[src/rtl/step_ctrl_pkg.sv]
// Shared definitions for the multi-axis stepper controller: state codes,
// axis-index width helper and the command/position types used on the
// decoder side of the block.
package step_ctrl_pkg;

  localparam int DEF_N_AXIS = 6;
  localparam int DEF_POS_W  = 10;

  // Width of an axis index; a single-axis build still needs one bit.
  function automatic int axisW(input int nAxis);
    return (nAxis > 1) ? $clog2(nAxis) : 1;
  endfunction

  localparam int AXIS_W = axisW(DEF_N_AXIS);

  // Controller states, kept as plain constants for legacy tools.
  typedef logic [2:0] state_t;
  localparam state_t HOME_SEL = 3'd0;
  localparam state_t HOME_HI  = 3'd1;
  localparam state_t HOME_LO  = 3'd2;
  localparam state_t IDLE     = 3'd3;
  localparam state_t LOAD     = 3'd4;
  localparam state_t STEP_HI  = 3'd5;
  localparam state_t STEP_LO  = 3'd6;

  typedef logic [DEF_POS_W-1:0] pos_t;

  typedef struct packed {
    logic [AXIS_W-1:0] axis;
    pos_t              target;
  } cmd_t;

endpackage

[src/rtl/step_timer.sv]
// Half-period down-counter shared by the homing and move states.
// load_i restarts a HALF_PER-cycle interval; tick_o marks its last cycle.
module step_timer #(
  parameter int HALF_PER = 4
) (
  input  logic clk,
  input  logic rst_n,
  input  logic load_i,
  output logic tick_o
);

  localparam int CNT_W = (HALF_PER > 1) ? $clog2(HALF_PER) : 1;

  logic [CNT_W-1:0] cnt_q;

  // Reload on request, otherwise count down and rest at zero.
  always_ff @(posedge clk or negedge rst_n) begin
    if (!rst_n)
      cnt_q <= '0;
    else if (load_i)
      cnt_q <= CNT_W'(HALF_PER - 1);
    else if (cnt_q != '0)
      cnt_q <= cnt_q - 1'b1;
  end

  assign tick_o = (cnt_q == '0);

endmodule

[src/rtl/multi_axis_step_ctrl.sv]
// N-axis stepper controller: homes each axis against its stop switch, then
// executes absolute moves taken from a single pending command slot.
// Optional macro POS_LIMIT_EN clamps incoming targets to MAX_POS.
module multi_axis_step_ctrl
  import step_ctrl_pkg::*;
#(
  parameter int N_AXIS   = DEF_N_AXIS,
  parameter int POS_W    = DEF_POS_W,
  parameter int HALF_PER = 4,
  parameter int HOME_MAX = 1023,
  parameter int MAX_POS  = 1000
) (
  input  logic                          sysclk,
  input  logic                          rst_n,
  input  logic                          cmd_valid,
  input  logic [axisW(N_AXIS)-1:0]      cmd_axis,
  input  logic [POS_W-1:0]              cmd_target,
  input  logic [N_AXIS-1:0]             stop,
  output logic [N_AXIS-1:0]             pu,
  output logic [N_AXIS-1:0]             dr,
  output logic [N_AXIS-1:0]             mf,
  output logic                          busy,
  output logic                          init_done,
  output logic [N_AXIS-1:0]             home_err,
  output logic                          pend_ovr,
  output logic [N_AXIS*POS_W-1:0]       cur_pos
);

  localparam int AW   = axisW(N_AXIS);
  localparam int HC_W = $clog2(HOME_MAX + 1);

  logic [N_AXIS-1:0]             stopMeta_q, stopSync_q;
  state_t                        state_q, state_d;
  logic [AW-1:0]                 homeAxis_q, homeAxis_d;
  logic [AW-1:0]                 moveAxis_q, moveAxis_d;
  logic [N_AXIS-1:0][POS_W-1:0]  pos_q, pos_d;
  logic [POS_W-1:0]              remain_q, remain_d;
  logic [HC_W-1:0]               homeCnt_q, homeCnt_d;
  logic                          abort_q, abort_d;
  logic [N_AXIS-1:0]             pu_q, pu_d, dr_q, dr_d, mf_q, mf_d;
  logic [N_AXIS-1:0]             homeErr_q, homeErr_d;
  logic                          initDone_q, initDone_d;
  logic                          pendOvr_q, pendOvr_d;
  logic                          slotFull_q, slotFull_d;
  logic [AW-1:0]                 slotAxis_q, slotAxis_d;
  logic [POS_W-1:0]              slotTarget_q, slotTarget_d;
  logic                          timerLoad, timerTick;
  logic                          cmdOk;
  logic [POS_W-1:0]              cmdTarget;

  assign cmdOk = cmd_valid && (32'(cmd_axis) < N_AXIS);

`ifdef POS_LIMIT_EN
  assign cmdTarget = (cmd_target > POS_W'(MAX_POS)) ? POS_W'(MAX_POS) : cmd_target;
`else
  assign cmdTarget = cmd_target;
  // The soft travel limit only matters when clamping is compiled in.
  localparam int unusedMaxPos = MAX_POS;
`endif

  step_timer #(.HALF_PER(HALF_PER)) uTimer (
    .clk    (sysclk),
    .rst_n  (rst_n),
    .load_i (timerLoad),
    .tick_o (timerTick)
  );

  // Two-flop synchroniser for the asynchronous home switches.
  always_ff @(posedge sysclk or negedge rst_n) begin
    if (!rst_n) begin
      stopMeta_q <= '0;
      stopSync_q <= '0;
    end else begin
      stopMeta_q <= stop;
      stopSync_q <= stopMeta_q;
    end
  end

  // Next-state logic for the pending slot, homing sequence and moves.
  always_comb begin
    logic finishHome;
    logic revStop;
    state_d      = state_q;
    homeAxis_d   = homeAxis_q;
    moveAxis_d   = moveAxis_q;
    pos_d        = pos_q;
    remain_d     = remain_q;
    homeCnt_d    = homeCnt_q;
    abort_d      = abort_q;
    pu_d         = pu_q;
    dr_d         = dr_q;
    mf_d         = mf_q;
    homeErr_d    = homeErr_q;
    initDone_d   = initDone_q;
    slotFull_d   = slotFull_q;
    slotAxis_d   = slotAxis_q;
    slotTarget_d = slotTarget_q;
    timerLoad    = 1'b0;
    finishHome   = 1'b0;
    revStop      = stopSync_q[moveAxis_q] & ~dr_q[moveAxis_q];

    // LOAD reads the old slot contents this cycle, so a same-cycle write
    // simply refills the slot and is not an overwrite.
    pendOvr_d = cmdOk & slotFull_q & (state_q != LOAD);
    if (cmdOk) begin
      slotFull_d   = 1'b1;
      slotAxis_d   = cmd_axis;
      slotTarget_d = cmdTarget;
    end else if (state_q == LOAD) begin
      slotFull_d = 1'b0;
    end

    case (state_q)
      HOME_SEL: begin
        mf_d             = '0;
        mf_d[homeAxis_q] = 1'b1;
        dr_d[homeAxis_q] = 1'b0;
        pu_d             = '0;
        pu_d[homeAxis_q] = 1'b1;
        homeCnt_d        = '0;
        timerLoad        = 1'b1;
        state_d          = HOME_HI;
      end
      HOME_HI: begin
        if (stopSync_q[homeAxis_q]) begin
          finishHome = 1'b1;
        end else if (timerTick) begin
          pu_d[homeAxis_q] = 1'b0;
          homeCnt_d        = homeCnt_q + 1'b1;
          timerLoad        = 1'b1;
          state_d          = HOME_LO;
        end
      end
      HOME_LO: begin
        if (stopSync_q[homeAxis_q]) begin
          finishHome = 1'b1;
        end else if (timerTick) begin
          if (homeCnt_q == HC_W'(HOME_MAX)) begin
            homeErr_d[homeAxis_q] = 1'b1;
            finishHome            = 1'b1;
          end else begin
            pu_d[homeAxis_q] = 1'b1;
            timerLoad        = 1'b1;
            state_d          = HOME_HI;
          end
        end
      end
      IDLE: begin
        if (slotFull_q && initDone_q)
          state_d = LOAD;
      end
      LOAD: begin
        moveAxis_d = slotAxis_q;
        abort_d    = 1'b0;
        if (slotTarget_q == pos_q[slotAxis_q]) begin
          state_d = IDLE;
        end else begin
          dr_d[slotAxis_q] = (slotTarget_q > pos_q[slotAxis_q]);
          remain_d         = (slotTarget_q > pos_q[slotAxis_q]) ?
                             slotTarget_q - pos_q[slotAxis_q] :
                             pos_q[slotAxis_q] - slotTarget_q;
          mf_d             = '0;
          mf_d[slotAxis_q] = 1'b1;
          pu_d[slotAxis_q] = 1'b1;
          timerLoad        = 1'b1;
          state_d          = STEP_HI;
        end
      end
      STEP_HI: begin
        if (revStop)
          abort_d = 1'b1;
        if (timerTick) begin
          pos_d[moveAxis_q] = dr_q[moveAxis_q] ? pos_q[moveAxis_q] + 1'b1 :
                                                 pos_q[moveAxis_q] - 1'b1;
          remain_d          = remain_q - 1'b1;
          pu_d[moveAxis_q]  = 1'b0;
          timerLoad         = 1'b1;
          state_d           = STEP_LO;
        end
      end
      STEP_LO: begin
        if (timerTick) begin
          if (abort_q || revStop) begin
            pos_d[moveAxis_q] = '0;
            mf_d[moveAxis_q]  = 1'b0;
            state_d           = IDLE;
          end else if (remain_q != '0) begin
            pu_d[moveAxis_q] = 1'b1;
            timerLoad        = 1'b1;
            state_d          = STEP_HI;
          end else begin
            mf_d[moveAxis_q] = 1'b0;
            state_d          = IDLE;
          end
        end else if (revStop) begin
          abort_d = 1'b1;
        end
      end
      default: state_d = HOME_SEL;
    endcase

    if (finishHome) begin
      pos_d[homeAxis_q] = '0;
      mf_d[homeAxis_q]  = 1'b0;
      pu_d[homeAxis_q]  = 1'b0;
      if (homeAxis_q == AW'(N_AXIS - 1)) begin
        initDone_d = 1'b1;
        state_d    = IDLE;
      end else begin
        homeAxis_d = homeAxis_q + 1'b1;
        state_d    = HOME_SEL;
      end
    end
  end

  // State registers; reset aborts everything and restarts homing at axis 0.
  always_ff @(posedge sysclk or negedge rst_n) begin
    if (!rst_n) begin
      state_q      <= HOME_SEL;
      homeAxis_q   <= '0;
      moveAxis_q   <= '0;
      pos_q        <= '0;
      remain_q     <= '0;
      homeCnt_q    <= '0;
      abort_q      <= 1'b0;
      pu_q         <= '0;
      dr_q         <= '0;
      mf_q         <= '0;
      homeErr_q    <= '0;
      initDone_q   <= 1'b0;
      pendOvr_q    <= 1'b0;
      slotFull_q   <= 1'b0;
      slotAxis_q   <= '0;
      slotTarget_q <= '0;
    end else begin
      state_q      <= state_d;
      homeAxis_q   <= homeAxis_d;
      moveAxis_q   <= moveAxis_d;
      pos_q        <= pos_d;
      remain_q     <= remain_d;
      homeCnt_q    <= homeCnt_d;
      abort_q      <= abort_d;
      pu_q         <= pu_d;
      dr_q         <= dr_d;
      mf_q         <= mf_d;
      homeErr_q    <= homeErr_d;
      initDone_q   <= initDone_d;
      pendOvr_q    <= pendOvr_d;
      slotFull_q   <= slotFull_d;
      slotAxis_q   <= slotAxis_d;
      slotTarget_q <= slotTarget_d;
    end
  end

  assign pu        = pu_q;
  assign dr        = dr_q;
  assign mf        = mf_q;
  assign home_err  = homeErr_q;
  assign init_done = initDone_q;
  assign pend_ovr  = pendOvr_q;
  assign cur_pos   = pos_q;
  assign busy      = (state_q != IDLE) | slotFull_q | ~initDone_q;

endmodule

[config.mk]
export PLATFORM = sky130hd
export DESIGN_NAME = multi_axis_step_ctrl
export DESIGN_NICKNAME = d
export VERILOG_FILES = /design/src/rtl/step_ctrl_pkg.sv /design/src/rtl/step_timer.sv /design/src/rtl/multi_axis_step_ctrl.sv
export SDC_FILE = /design/constraint.sdc
export NUM_CORES = 1
export LEC_CHECK = 0
export CAP_MARGIN = 15
export CORE_ASPECT_RATIO = 1.4
export CORE_MARGIN = 4
export CORE_UTILIZATION = 51
export CTS_CLUSTER_SIZE = 30
export DETAILED_ROUTE_END_ITERATION = 16
export HOLD_SLACK_MARGIN = 0.12
export PLACE_DENSITY = 0.77
export REMOVE_ABC_BUFFERS = 1
export SYNTH_ARGS = -nofsm -noshare
export SYNTH_HDL_FRONTEND = slang
export SYNTH_SLANG_ARGS = --single-unit
[constraint.sdc]
create_clock -name sysclk -period 4 [get_ports sysclk]
set_input_delay 1 -clock sysclk [delete_from_list [all_inputs] [get_ports sysclk]]
set_output_delay 1 -clock sysclk [all_outputs]
set_load 0.05 [all_outputs]
* Yosys cells after proc, flatten, opt, wreduce, memory -nomap -nowiden
Cells that the tools add are included.
Word-level totals: bits in registers 144, output and inout bits 87, word-level logic and storage cells 204, bits of input ports 22
Cells by class: bitwise logic cells 25, multiplexer cells 91, equal/unequal tests 24, add/subtract/negate cells 8, $lt $le $gt $ge 8, reductions and logical operators 24
Operator list (count):
- 2-to-1 mux 60 bit | 4
- AND 60 bit | 2
- inverter 60 bit | 2
- case mux 60 bit (2 select lines) | 1
- 2-to-1 mux 6 bit | 17
- 2-to-1 mux 10 bit | 10
- binary-select mux 10 bit (select 3 bit) | 2
- bitwise mux 60 bit | 1
- demux 10 bit (select 3 bit) | 2
- case mux 10 bit (2 select lines) | 2
- AND 6 bit | 6
- 2-to-1 mux 3 bit | 12
- case mux 6 bit (6 select lines) | 1
- inequality test 3 bit (second input constant) | 9
- bitwise OR 6 bit | 4
- 2-to-1 mux 1 bit | 23
- case mux 3 bit (7 select lines) | 1
- adder 10 x 1 -> 10 bit (second input constant) | 2
- subtractor 10 x 1 -> 10 bit (second input constant) | 2
- subtractor 10 bit | 2
- case mux 6 bit (3 select lines) | 1
- == test 3 bit (second input constant) | 4
- < comparator 3 x 4 -> 1 bit (second input constant) | 3
- inverter 6 bit | 2
- 33 further kinds | 65

* Depth between registers and ports, before layout
Gate-level depths: netlist of run 1.
depth after elaboration 12, depth in mapped cells 19, depth with buffers taken out 15

* Hierarchy
Synthesis of run 1 repeated with hierarchy kept, for this count alone.
Unflattened totals: cell total of the unflattened synthesis 946, area total of the unflattened synthesis 8994.9 um^2
By module, submodules not included:
- multi_axis_step_ctrl | sequential area each 3553.4 um^2, cells an instance 936, times used 1, area an instance 8889.8 um^2
- step_timer | sequential area each 50.0 um^2, cells an instance 10, times used 1, area an instance 105.1 um^2

* Worst setup path before layout of run 1
OpenSTA, ideal clock, no wires.
kind reg2reg, start point register slotAxis_q[0], end point register remain_q[5], slack 0.028 ns, stages on the path, launching flop included 18, period minus slack after synthesis 3.972 ns, data required time 3.874 ns, library setup time 0.126 ns, path buffers 2, arrival time 3.846 ns, cell sequence dfrtp_1 -> clkbuf_1 -> clkbuf_1 -> mux2i_1 -> nor2_1 -> a21oi_1 -> nor2_1 -> a21oi_1 -> inv_1 -> fa_1 -> nor2b_1 -> o21ai_2 -> o221ai_1 -> o31a_1 -> a41o_4 -> nor2_1 -> a221o_1 -> a221o_1
Between the ends: cells in the longest elaborated chain, start to end 6, elaborated cells on any way between the ends 11, those cells by class 2 x add/sub; 1 x order compare; 2 x eq/ne; 5 x mux; 1 x reduce/logical
Ends and longest elaborated chain:
- start, declared | line multi_axis_step_ctrl.sv:45 | logic [AW-1:0] slotAxis_q, slotAxis_d;
- start signal, assigned | line multi_axis_step_ctrl.sv:250 | slotAxis_q <= slotAxis_d;
- binary-select mux 10 bit (select 3 bit) *
- 2-to-1 mux 10 bit (not written as such) *
- subtractor 10 bit, or another cell as far along | line multi_axis_step_ctrl.sv:161 | pos_q[slotAxis_q] - slotTarget_q;
- 2-to-1 mux 10 bit | line multi_axis_step_ctrl.sv:159 | remain_d = (slotTarget_q > pos_q[slotAxis_q]) ?
- 2-to-1 mux 10 bit | line multi_axis_step_ctrl.sv:155 | if (slotTarget_q == pos_q[slotAxis_q]) begin
- case mux 10 bit (2 select lines) | line multi_axis_step_ctrl.sv:113 | case (state_q)
- end signal, assigned | line multi_axis_step_ctrl.sv:240 | remain_q <= remain_d;
- end, declared | line multi_axis_step_ctrl.sv:37 | logic [POS_W-1:0] remain_q, remain_d;
Mark *: on every way between the ends. The rest lies on a longest branch, timed or not. The select of a mux whose other input is x is not followed. A chain may end at the register's enable or synchronous reset.

* Worst setup path in the final report of run 1
start point register slotAxis_q[2], end point register remain_q[3]
Same word-level chain as after synthesis.

==> impl_summary.txt, run 1 <==
----------------------------------------------------
[Run status]
  Outcome ... completed

[Logic synthesis]
  Leading area contributor after synthesis ... sky130_fd_sc_hd__dfrtp_1
  Synth cell types ... 71
  Top area cells in the synthesized netlist ... sky130_fd_sc_hd__dfrtp_1, sky130_fd_sc_hd__a32o_1, sky130_fd_sc_hd__mux2i_1
  Number of synthesized flops with an enable pin ... 0
  Fraction of registers with async set or reset after synthesis ... 100%
  Post-synthesis instance area ... 0.00888 mm2
  Flip-flop and latch count after synthesis ... approximately 140
  Count of synthesis-stage warnings from yosys ... 0
  Synth top area share ... 40.6%
  Register area share after synthesis ... 40.6%
  Mean area per synthesized cell ... 9.30 um2
  Top_reg_cell synth ... sky130_fd_sc_hd__dfrtp_1
  Gate count after technology mapping ... 955

[Global routing]
  Via count of the first global-routing pass ... 8206
  Global-route wire length before repair ... between 40 and 50 mm
  M2 GR Usage ... a little over 50%
  GRT Util Overall ... 30.7%
  Most used routing layer in global routing ... met2
  Antenna violations before repair ... 0
  Pin count of the biggest net entering global routing ... 97
  Met3 track demand over resource ... 4.34%
  Met1 track utilization from global routing ... 40.0%
  Final global-route overflow total ... 0

[Placement]
  Final Wtd Congestion ... 0.983
  Dpl hpwl ... approximately 22 mm
  Count of buffers from port buffering ... 108
  Placed standard-cell area ... approximately 0.010 mm2
  Worst setup slack after placement ... 0.134 ns

[Cells and area]
  Ant. Diodes ... 0
  Total number of nets in the final design ... 1122
  Area growth from synthesis to final layout ... 22.8%
  Share of cells above drive strength 1 ... between 10% and 20%
  Count of filler cells inserted in the layout ... around 1500
  Final core occ ... 64.3%
  Area of combinational cells with multiple inputs ... roughly 0.0049 mm2
  Register cell area after layout ... 0.00361 mm2
  Post-layout instance area ... 0.0109 mm2

[Clock network]
  H-tree levels ... 4
  Hold bufs inserted after CTS ... 0
  Buffer levels on the longest clock path ... 2
  Root buffer selected by CTS ... sky130_fd_sc_hd__clkbuf_16
  Resized cells post-CTS ... 0
  Total clock buffers created by CTS ... 17
  Clock Pin Slew Worst Setup and Hold Paths ... 0.07 ns
  TritonCTS clock tree ... done
  Buffers inserted during post-CTS setup optimization ... 0
  Worst skew pair latency ... ~0.43 ns
  Clk sinks ... 144

[Die]
  Die Outline Area ... 0.0196 mm2
  Die X ... 120 um
  Initial cell density of the core ... 52.4%
  Core region area ... 0.0170 mm2
  Chip height ... 164 um
  Standard-cell row count ... 56
  Total I/O pin count ... 109

[Critical path]
  Nature of the critical path endpoint ... flip-flop
  Critical Path Source Type ... flip-flop
  Cell type group with the largest total delay on the critical path ... simple AND/OR/NAND/NOR gates
  Buffers and inverters on the worst path ... 2
  Delay of the slowest cell on the worst path ... 0.57 ns
  Arrival time of the worst setup path ... roughly 4.2 ns
  CP cell instances ... buf_4 -> mux2i_1 -> o21ai_0 -> a21oi_1 -> inv_1 -> ha_1 -> nand2_1 -> or4_4 -> a41o_4 -> or2_1 -> or3_1 -> nand4_1
  Crit-path slowest cell ... sky130_fd_sc_hd__or4_4
  Worst path required time ... ~4.4 ns
  Endpoint of the lowest-slack register-to-register path ... remain_q[3]
  R2r worst-path depth ... 12
  Path type of the worst setup path ... flip-flop to flip-flop
  Maximum fanout encountered on the critical timing path ... 24
  Reg2Reg Setup Slack ... between 0.15 and 0.2 ns
  Stages on the worst setup path ... 12
  Worst R2R Start ... slotAxis_q[2]

[Power and ir drop]
  Leakage Power ... 4.66 nW
  Switching share of power ... 50.5%
  Cell internal power dissipation ... 4.66 mW
  Part of the power in the clock network ... 16.5%
  Part of the power in combinational logic ... 57.2%
  Power density over cell area ... approximately 860 mW/mm2
  Portion of total power attributed to sequential cells ... around a quarter
  NetSw ... 4.76 mW
  Worst VDD drop ... 0.691 mV

[Run]
  Max-cap violations ... 0

[Timing]
  Final Max Tran Viols ... 0
  Period minus WS final ... 3.83 ns
  Unrepaired setup endpoints after global routing ... false
  Setup violation total in the final timing report ... 0
  Final period utilization ... 95.7%
  Relative slew slack ... 39.1%
  PnR worst setup slack ... ~0.17 ns
  Max Clock Freq ... 261 MHz
  Final hold vios ... 0
  Clock tree skew after final layout ... ~0.0096 ns
  Summed negative setup slack over all endpoints ... 0 ns
  Transition at the pin with the smallest max-transition slack ... between 0.9 and 1 ns

[Routing]
  Total via count after detailed routing ... 8469
  Post-DRT Antenna Nets ... 0
  Total wirelength of the detailed-routed design ... 30.0 mm
  Vias per cell ... between 6 and 7
  Length of the first detailed-routing pass in iterations ... 5
  First DRT Iteration DRCs ... 1051
  Routed WL per cell ... 22.9 um
  Post-route DRC ... 0

[Worst hold path]
  Terminating pin of the worst hold path ... stopSync_q[2]
  Type of the worst min-delay path ... flip-flop to flip-flop
  Hold path cells ... 0
  Hold path startpoint ... stopMeta_q[2]

----------------------------------------------------
[layout make-up]
class                           count  area share [%]
Multi-Input combinational cell    709            44.7
Sequential cell                   144            33.1
Timing Repair Buffer              146            12.8
Clock buffer                       17            3.90
Tap cell                          232            2.66
Inverter                           47            1.62
Clock inverter                     15            1.26
[synthesized netlist by cell type, types with 3 or more instances]
cell and instances:
sky130_fd_sc_hd__clkbuf_1 39, sky130_fd_sc_hd__xnor2_1 8, sky130_fd_sc_hd__nor3_1 21, sky130_fd_sc_hd__dfrtp_1 144
sky130_fd_sc_hd__nor2_1 74, sky130_fd_sc_hd__o211ai_1 4, sky130_fd_sc_hd__nand2b_1 10, sky130_fd_sc_hd__o2bb2ai_1 3
sky130_fd_sc_hd__nor4_1 3, sky130_fd_sc_hd__nand3b_1 3, sky130_fd_sc_hd__o221ai_1 9, sky130_fd_sc_hd__inv_1 44
sky130_fd_sc_hd__o22ai_1 4, sky130_fd_sc_hd__mux2i_1 45, sky130_fd_sc_hd__o21ai_0 76, sky130_fd_sc_hd__buf_2 9
sky130_fd_sc_hd__mux4_2 10, sky130_fd_sc_hd__nor2b_1 13, sky130_fd_sc_hd__buf_1 3, sky130_fd_sc_hd__a22o_1 4
sky130_fd_sc_hd__a31oi_1 10, sky130_fd_sc_hd__a32o_1 59, sky130_fd_sc_hd__and3_1 12, sky130_fd_sc_hd__o21ba_2 3
sky130_fd_sc_hd__nand3_1 22, sky130_fd_sc_hd__o31ai_1 7, sky130_fd_sc_hd__nand2_1 99, sky130_fd_sc_hd__o32ai_1 4
sky130_fd_sc_hd__fa_1 3, sky130_fd_sc_hd__o21a_1 3, sky130_fd_sc_hd__and2_1 8, sky130_fd_sc_hd__a211oi_1 5
sky130_fd_sc_hd__a221o_1 6, sky130_fd_sc_hd__a21oi_1 78, sky130_fd_sc_hd__nor3b_1 3, sky130_fd_sc_hd__o21bai_1 6
sky130_fd_sc_hd__a21o_1 4, sky130_fd_sc_hd__mux2_2 5, sky130_fd_sc_hd__or3_1 6, sky130_fd_sc_hd__xor2_1 6
sky130_fd_sc_hd__ha_1 32, sky130_fd_sc_hd__a221oi_1 7
[registers in the layout (all words and copies together) (netlist names), 6 cells and up]
| signal | count |
|---|---|
| cur_pos | 60 |
| dr | 6 |
| homeCnt_q | 10 |
| home_err | 6 |
| mf | 6 |
| pu | 6 |
| remain_q | 10 |
| slotTarget_q | 10 |
| stopMeta_q | 6 |
| stopSync_q | 6 |
[power groups by stage]
stage	Clock [mW]	Combinational, mW	Sequential [mW]
after global routing	1.62	5.77	2.51
final	1.55	5.39	2.47
after CTS	1.56	5.31	2.44
after global placement	0	5.26	2.47
after floorplan	0	2.58	3.25
after detailed placement	0	5.28	2.46
[cells in the final DEF, fill, tap and decap left out, types with 4 or more instances in the layout]
master,instances
sky130_fd_sc_hd__xnor2_1,8
sky130_fd_sc_hd__xor2_1,6
sky130_fd_sc_hd__a21o_1,4
sky130_fd_sc_hd__clkbuf_16,17
sky130_fd_sc_hd__nor2b_1,13
sky130_fd_sc_hd__clkdlybuf4s50_1,107
sky130_fd_sc_hd__a221oi_1,7
sky130_fd_sc_hd__nor3_1,21
sky130_fd_sc_hd__or3_1,6
sky130_fd_sc_hd__o221ai_1,8
sky130_fd_sc_hd__a211oi_1,5
sky130_fd_sc_hd__a22o_1,4
sky130_fd_sc_hd__o31ai_1,7
sky130_fd_sc_hd__nand2_1,98
sky130_fd_sc_hd__o21ai_0,76
sky130_fd_sc_hd__a21oi_1,77
sky130_fd_sc_hd__and2_1,8
sky130_fd_sc_hd__nand3_1,22
sky130_fd_sc_hd__and3_1,12
sky130_fd_sc_hd__o211ai_1,4
sky130_fd_sc_hd__inv_8,5
sky130_fd_sc_hd__a31oi_1,10
sky130_fd_sc_hd__nand2b_1,10
sky130_fd_sc_hd__a32o_1,59
sky130_fd_sc_hd__o32ai_1,4
sky130_fd_sc_hd__o21bai_1,6
sky130_fd_sc_hd__dfrtp_1,143
sky130_fd_sc_hd__a221o_1,6
sky130_fd_sc_hd__mux2_2,5
sky130_fd_sc_hd__o22ai_1,4
sky130_fd_sc_hd__mux4_2,10
sky130_fd_sc_hd__inv_6,6
sky130_fd_sc_hd__nor2_1,74
sky130_fd_sc_hd__mux2i_1,45
sky130_fd_sc_hd__inv_1,44
sky130_fd_sc_hd__ha_1,32
sky130_fd_sc_hd__buf_4,36
[cell families after synthesis]
group | synth area share, %
compound gates | 24.7
xor+xnor | 1.38
fa+ha+maj | 5.18
buf+inv | 4.66
flops | 40.6
mux | 8.24
simple gates | 15.2
[worst max-delay path by stage]
stage / startpoint / to / slack, ns
2_1_floorplan: slotAxis_q[0] / remain_q[5] / 0.12
3_3_place_gp: slotAxis_q[0] / remain_q[5] / 0.21
3_5_place_dp: slotAxis_q[2] / remain_q[5] / 0.13
4_1_cts: slotAxis_q[2] / remain_q[5] / 0.12
5_1_grt: slotAxis_q[2] / mf[2] / 0.004
6_report: slotAxis_q[2] / remain_q[3] / 0.17
[metal layers]
layer | part of all wire [%] | wire length (um) | vias to the layer above
met5 | 0 | 0 | -
met4 | 5.2 | 1560 | 0
met3 | 8.5 | 2560 | 110
met2 | 47 | 14200 | 515
met1 | 39 | 11600 | 4070
li1 | - | - | 3774
[stage by stage]
step	hold slack [ns]	power, mW	cells
after global routing	0.361	9.90	1310
final	0.350	9.42	1310
after global placement	0.332	7.73	1278
after CTS	0.351	9.31	1310
after floorplan	0.331	5.83	900
after detailed placement	0.336	7.74	1278
Power figures use the tool's default switching activity.
==> run 2, diff against run 1 <==
--- a/config.mk
+++ b/config.mk
@@ -6,13 +6,15 @@
 export NUM_CORES = 1
 export LEC_CHECK = 0
 export CAP_MARGIN = 15
+export CELL_PAD_IN_SITES_DETAIL_PLACEMENT = 1
+export CELL_PAD_IN_SITES_GLOBAL_PLACEMENT = 1
 export CORE_ASPECT_RATIO = 1.4
 export CORE_MARGIN = 4
-export CORE_UTILIZATION = 51
+export CORE_UTILIZATION = 39
 export CTS_CLUSTER_SIZE = 30
 export DETAILED_ROUTE_END_ITERATION = 16
 export HOLD_SLACK_MARGIN = 0.12
-export PLACE_DENSITY = 0.77
+export PLACE_DENSITY_LB_ADDON = 0.1
 export REMOVE_ABC_BUFFERS = 1
 export SYNTH_ARGS = -nofsm -noshare
 export SYNTH_HDL_FRONTEND = slang
==> impl_summary.txt, run 2 (synthesis gave the netlist of run 1 again) <==
----------------------------------------------------
[Run status]
  Outcome ... completed

[Power and ir drop]
  Leakage Power ... 4.77 nW (+2.3%)
  Worst VDD drop ... 0.657 mV (-5.0%)
  Power density over cell area ... 865 mW/mm2 (+0.22%)

[Die]
  Die X ... 136 um (+13%)
  Die Outline Area ... 0.0253 mm2 (+29%)
  Chip height ... 187 um (+14%)
  Core region area ... 0.0224 mm2 (+32%)
  Standard-cell row count ... 65 (+16%)
  Initial cell density of the core ... 39.6% (-13 points)
  Total I/O pin count ... 109 (unchanged)

[Clock network]
  Resized cells post-CTS ... 0 (unchanged)
  H-tree levels ... 4 (unchanged)
  Root buffer selected by CTS ... sky130_fd_sc_hd__clkbuf_16
  Hold bufs inserted after CTS ... 0 (unchanged)
  Clock Pin Slew Worst Setup and Hold Paths ... 0.06 ns (about the same)
  Worst skew pair latency ... 0.44 ns (about the same)
  Buffers inserted during post-CTS setup optimization ... 0 (unchanged)
  Clk sinks ... 144 (unchanged)
  TritonCTS clock tree ... done
  Buffer levels on the longest clock path ... 2 (unchanged)
  Total clock buffers created by CTS ... 17 (unchanged)

[Worst hold path]
  Type of the worst min-delay path ... flip-flop to flip-flop
  Hold path startpoint ... stopMeta_q[1]
  Hold path cells ... 0 (unchanged)
  Terminating pin of the worst hold path ... stopSync_q[1]

[Placement]
  Dpl hpwl ... 26.9 mm (+21%)
  Placed standard-cell area ... 0.0106 mm2 (+2.3%)
  Count of buffers from port buffering ... 108 (unchanged)
  Placed insts ... 1369 (+7.1%)
  Final Wtd Congestion ... 0.989 (+0.59%)

[Global routing]
  Global-route wire length before repair ... 55.0 mm (+18%)
  Final global-route overflow total ... 0 (unchanged)
  Via count of the first global-routing pass ... 9037 (+10%)
  GRT Util Overall ... 28.4% (-2.3 points)
  Antenna violations before repair ... 0 (unchanged)
  Pin count of the biggest net entering global routing ... 73 (-25%)

[Cells and area]
  Count of placed standard cells in the final layout, fillers left out ... 1400 (+6.9%)
  Count of filler cells inserted in the layout ... 2596 (+79%)
  Area growth from synthesis to final layout ... 25.9%
  Ant. Diodes ... 0 (unchanged)
  Share of cells above drive strength 1 ... 12.3% (+2.2 points)
  Flip-flop count of the largest register after layout ... 60 (unchanged)
  Post-layout instance area ... 0.0112 mm2 (+2.5%)
  Most common cell after layout, fill and taps aside ... sky130_fd_sc_hd__dfrtp_1
  Highest-count cells in the layout ignoring fill and taps ... sky130_fd_sc_hd__dfrtp_1, sky130_fd_sc_hd__clkdlybuf4s50_1, sky130_fd_sc_hd__nand2_1, sky130_fd_sc_hd__a21oi_1, sky130_fd_sc_hd__o21ai_0
  Total number of nets in the final design ... 1144 (+2.0%)

[Critical path]
  Reg2Reg Setup Slack ... 0.25 ns (+0.08 ns)
  Cell type group with the largest total delay on the critical path ... compound AO/OA/AOI/OAI gates
  Delay of the slowest cell on the worst path ... 0.44 ns (-0.13 ns)
  CP cell instances ... buf_12 -> and2_1 -> buf_4 -> nand2_1 -> o21ai_0 -> a21oi_1 -> inv_1 -> ha_1 -> a21oi_1 -> o221ai_2 -> o31a_1 -> o31ai_1 -> nor2_1 -> a221o_1 -> a221o_1
  R2r worst-path depth ... 15 (+3)
  Critical Path Source Type ... flip-flop
  Maximum fanout encountered on the critical timing path ... 11 (-54%)
  Nature of the critical path endpoint ... flip-flop
  Path type of the worst setup path ... flip-flop to flip-flop
  Worst path required time ... 4.31 ns (-0.05 ns)
  Buffers and inverters on the worst path ... 3 (+1)
  Endpoint of the lowest-slack register-to-register path ... remain_q[5]
  Worst R2R Start ... slotAxis_q[0]
  Crit-path slowest cell ... sky130_fd_sc_hd__dfrtp_2
  Arrival time of the worst setup path ... 4.06 ns (-0.13 ns)

[Timing]
  Final period utilization ... 93.7% (-2.0 points)
  Hold_ws ... 0.349 ns (-0.00126 ns)
  Period minus WS final ... 3.75 ns (-0.0787 ns)
  Max Clock Freq ... 267 MHz (+2.1%)
  Clock tree skew after final layout ... 0.0105 ns (+0.000940 ns)
  Transition at the pin with the smallest max-transition slack ... 0.798 ns (-0.116 ns)
  Unrepaired setup endpoints after global routing ... false
  Summed negative setup slack over all endpoints ... 0 ns (unchanged)
  Relative slew slack ... 46.4% (+7.3 points)
  Setup violation total in the final timing report ... 0 (unchanged)
  Final Max Tran Viols ... 0 (unchanged)
  Final hold vios ... 0 (unchanged)

[Routing]
  Vias per cell ... 6.16 (-4.7%)
  Post-DRT Antenna Nets ... 0 (unchanged)
  Total wirelength of the detailed-routed design ... 35.5 mm (+18%)
  Routed WL per cell ... 25.3 um (+11%)
  First DRT Iteration DRCs ... 594 (-43%)
  Post-route DRC ... 0 (unchanged)
  Total via count after detailed routing ... 8627 (+1.9%)
  Length of the first detailed-routing pass in iterations ... 7 (+2)

[Run]
  Max-cap violations ... 0 (unchanged)

----------------------------------------------------
-- run 2: cell types whose count changed in the layout (fill, tap and decap cells not counted), sizes merged --
cell	previous run	this run
inv	57	49
clkbuf	17	20
bufinv	0	2
buf	39	61
clkinv	3	6
clkinvlp	2	1
-- run 2: area by class of cell --
type / instances / area (um2) / area share [%]
clock buffer: 20 / 447 / 3.99
sequential: 144 / 3610 / 32.3
clock inverter: 11 / 133 / 1.19
timing repair buffer: 168 / 1550 / 13.8
multi-input combinational: 709 / 4900 / 43.8
tap: 301 / 377 / 3.37
inverter: 47 / 176 / 1.58
-- run 2: worst reg2reg max path: cells and delay by family, from the launching register on --
kind | cells | cell delay (ns)
buffers and inverters | 3 | 0.41
AOI/OAI and AO/OA | 8 | 2.01
and+or+nand+nor | 3 | 0.43
adders and majority gates | 1 | 0.33
DFF | 1 | 0.44
-- run 2: how the worst max path moves through the flow --
stage	from	endpoint	cells after the start
finish	slotAxis_q[0]	remain_q[5]	15
floorplan	slotAxis_q[0]	remain_q[5]	10
global route	slotAxis_q[0]	remain_q[5]	15
CTS	slotAxis_q[0]	remain_q[5]	13
detailed placement	slotAxis_q[0]	remain_q[5]	13
global placement	slotAxis_q[0]	remain_q[4]	15
-- run 2: report_power, final --
group	switching (mW)	total (mW)	internal, mW
clock	0.678	1.62	0.940
combinational	3.55	5.60	2.05
sequential	0.606	2.46	1.86
-- run 2: per-stage QoR --
stage	setup slack (ns)	total power [mW]	utilization, %
after floorplan	0.121	5.83	-
after global placement	0.198	7.93	47.1
after detailed placement	0.135	7.98	47.1
after CTS	0.116	9.65	49.7
after global routing	0.0369	10.2	49.8
final	0.251	9.68	49.8
-- run 2: layer usage --
metal | part of all wire, % | GRT usage (%) | vias up | wire [um]
met3 | 4.4 | 4.13 | 97 | 1550
met4 | 4.5 | 12.6 | 0 | 1590
met1 | 41 | 35.4 | 4389 | 14400
met2 | 51 | 48.5 | 318 | 18000
met5 | 0 | 0 | - | 0
li1 | - | - | 3823 | -
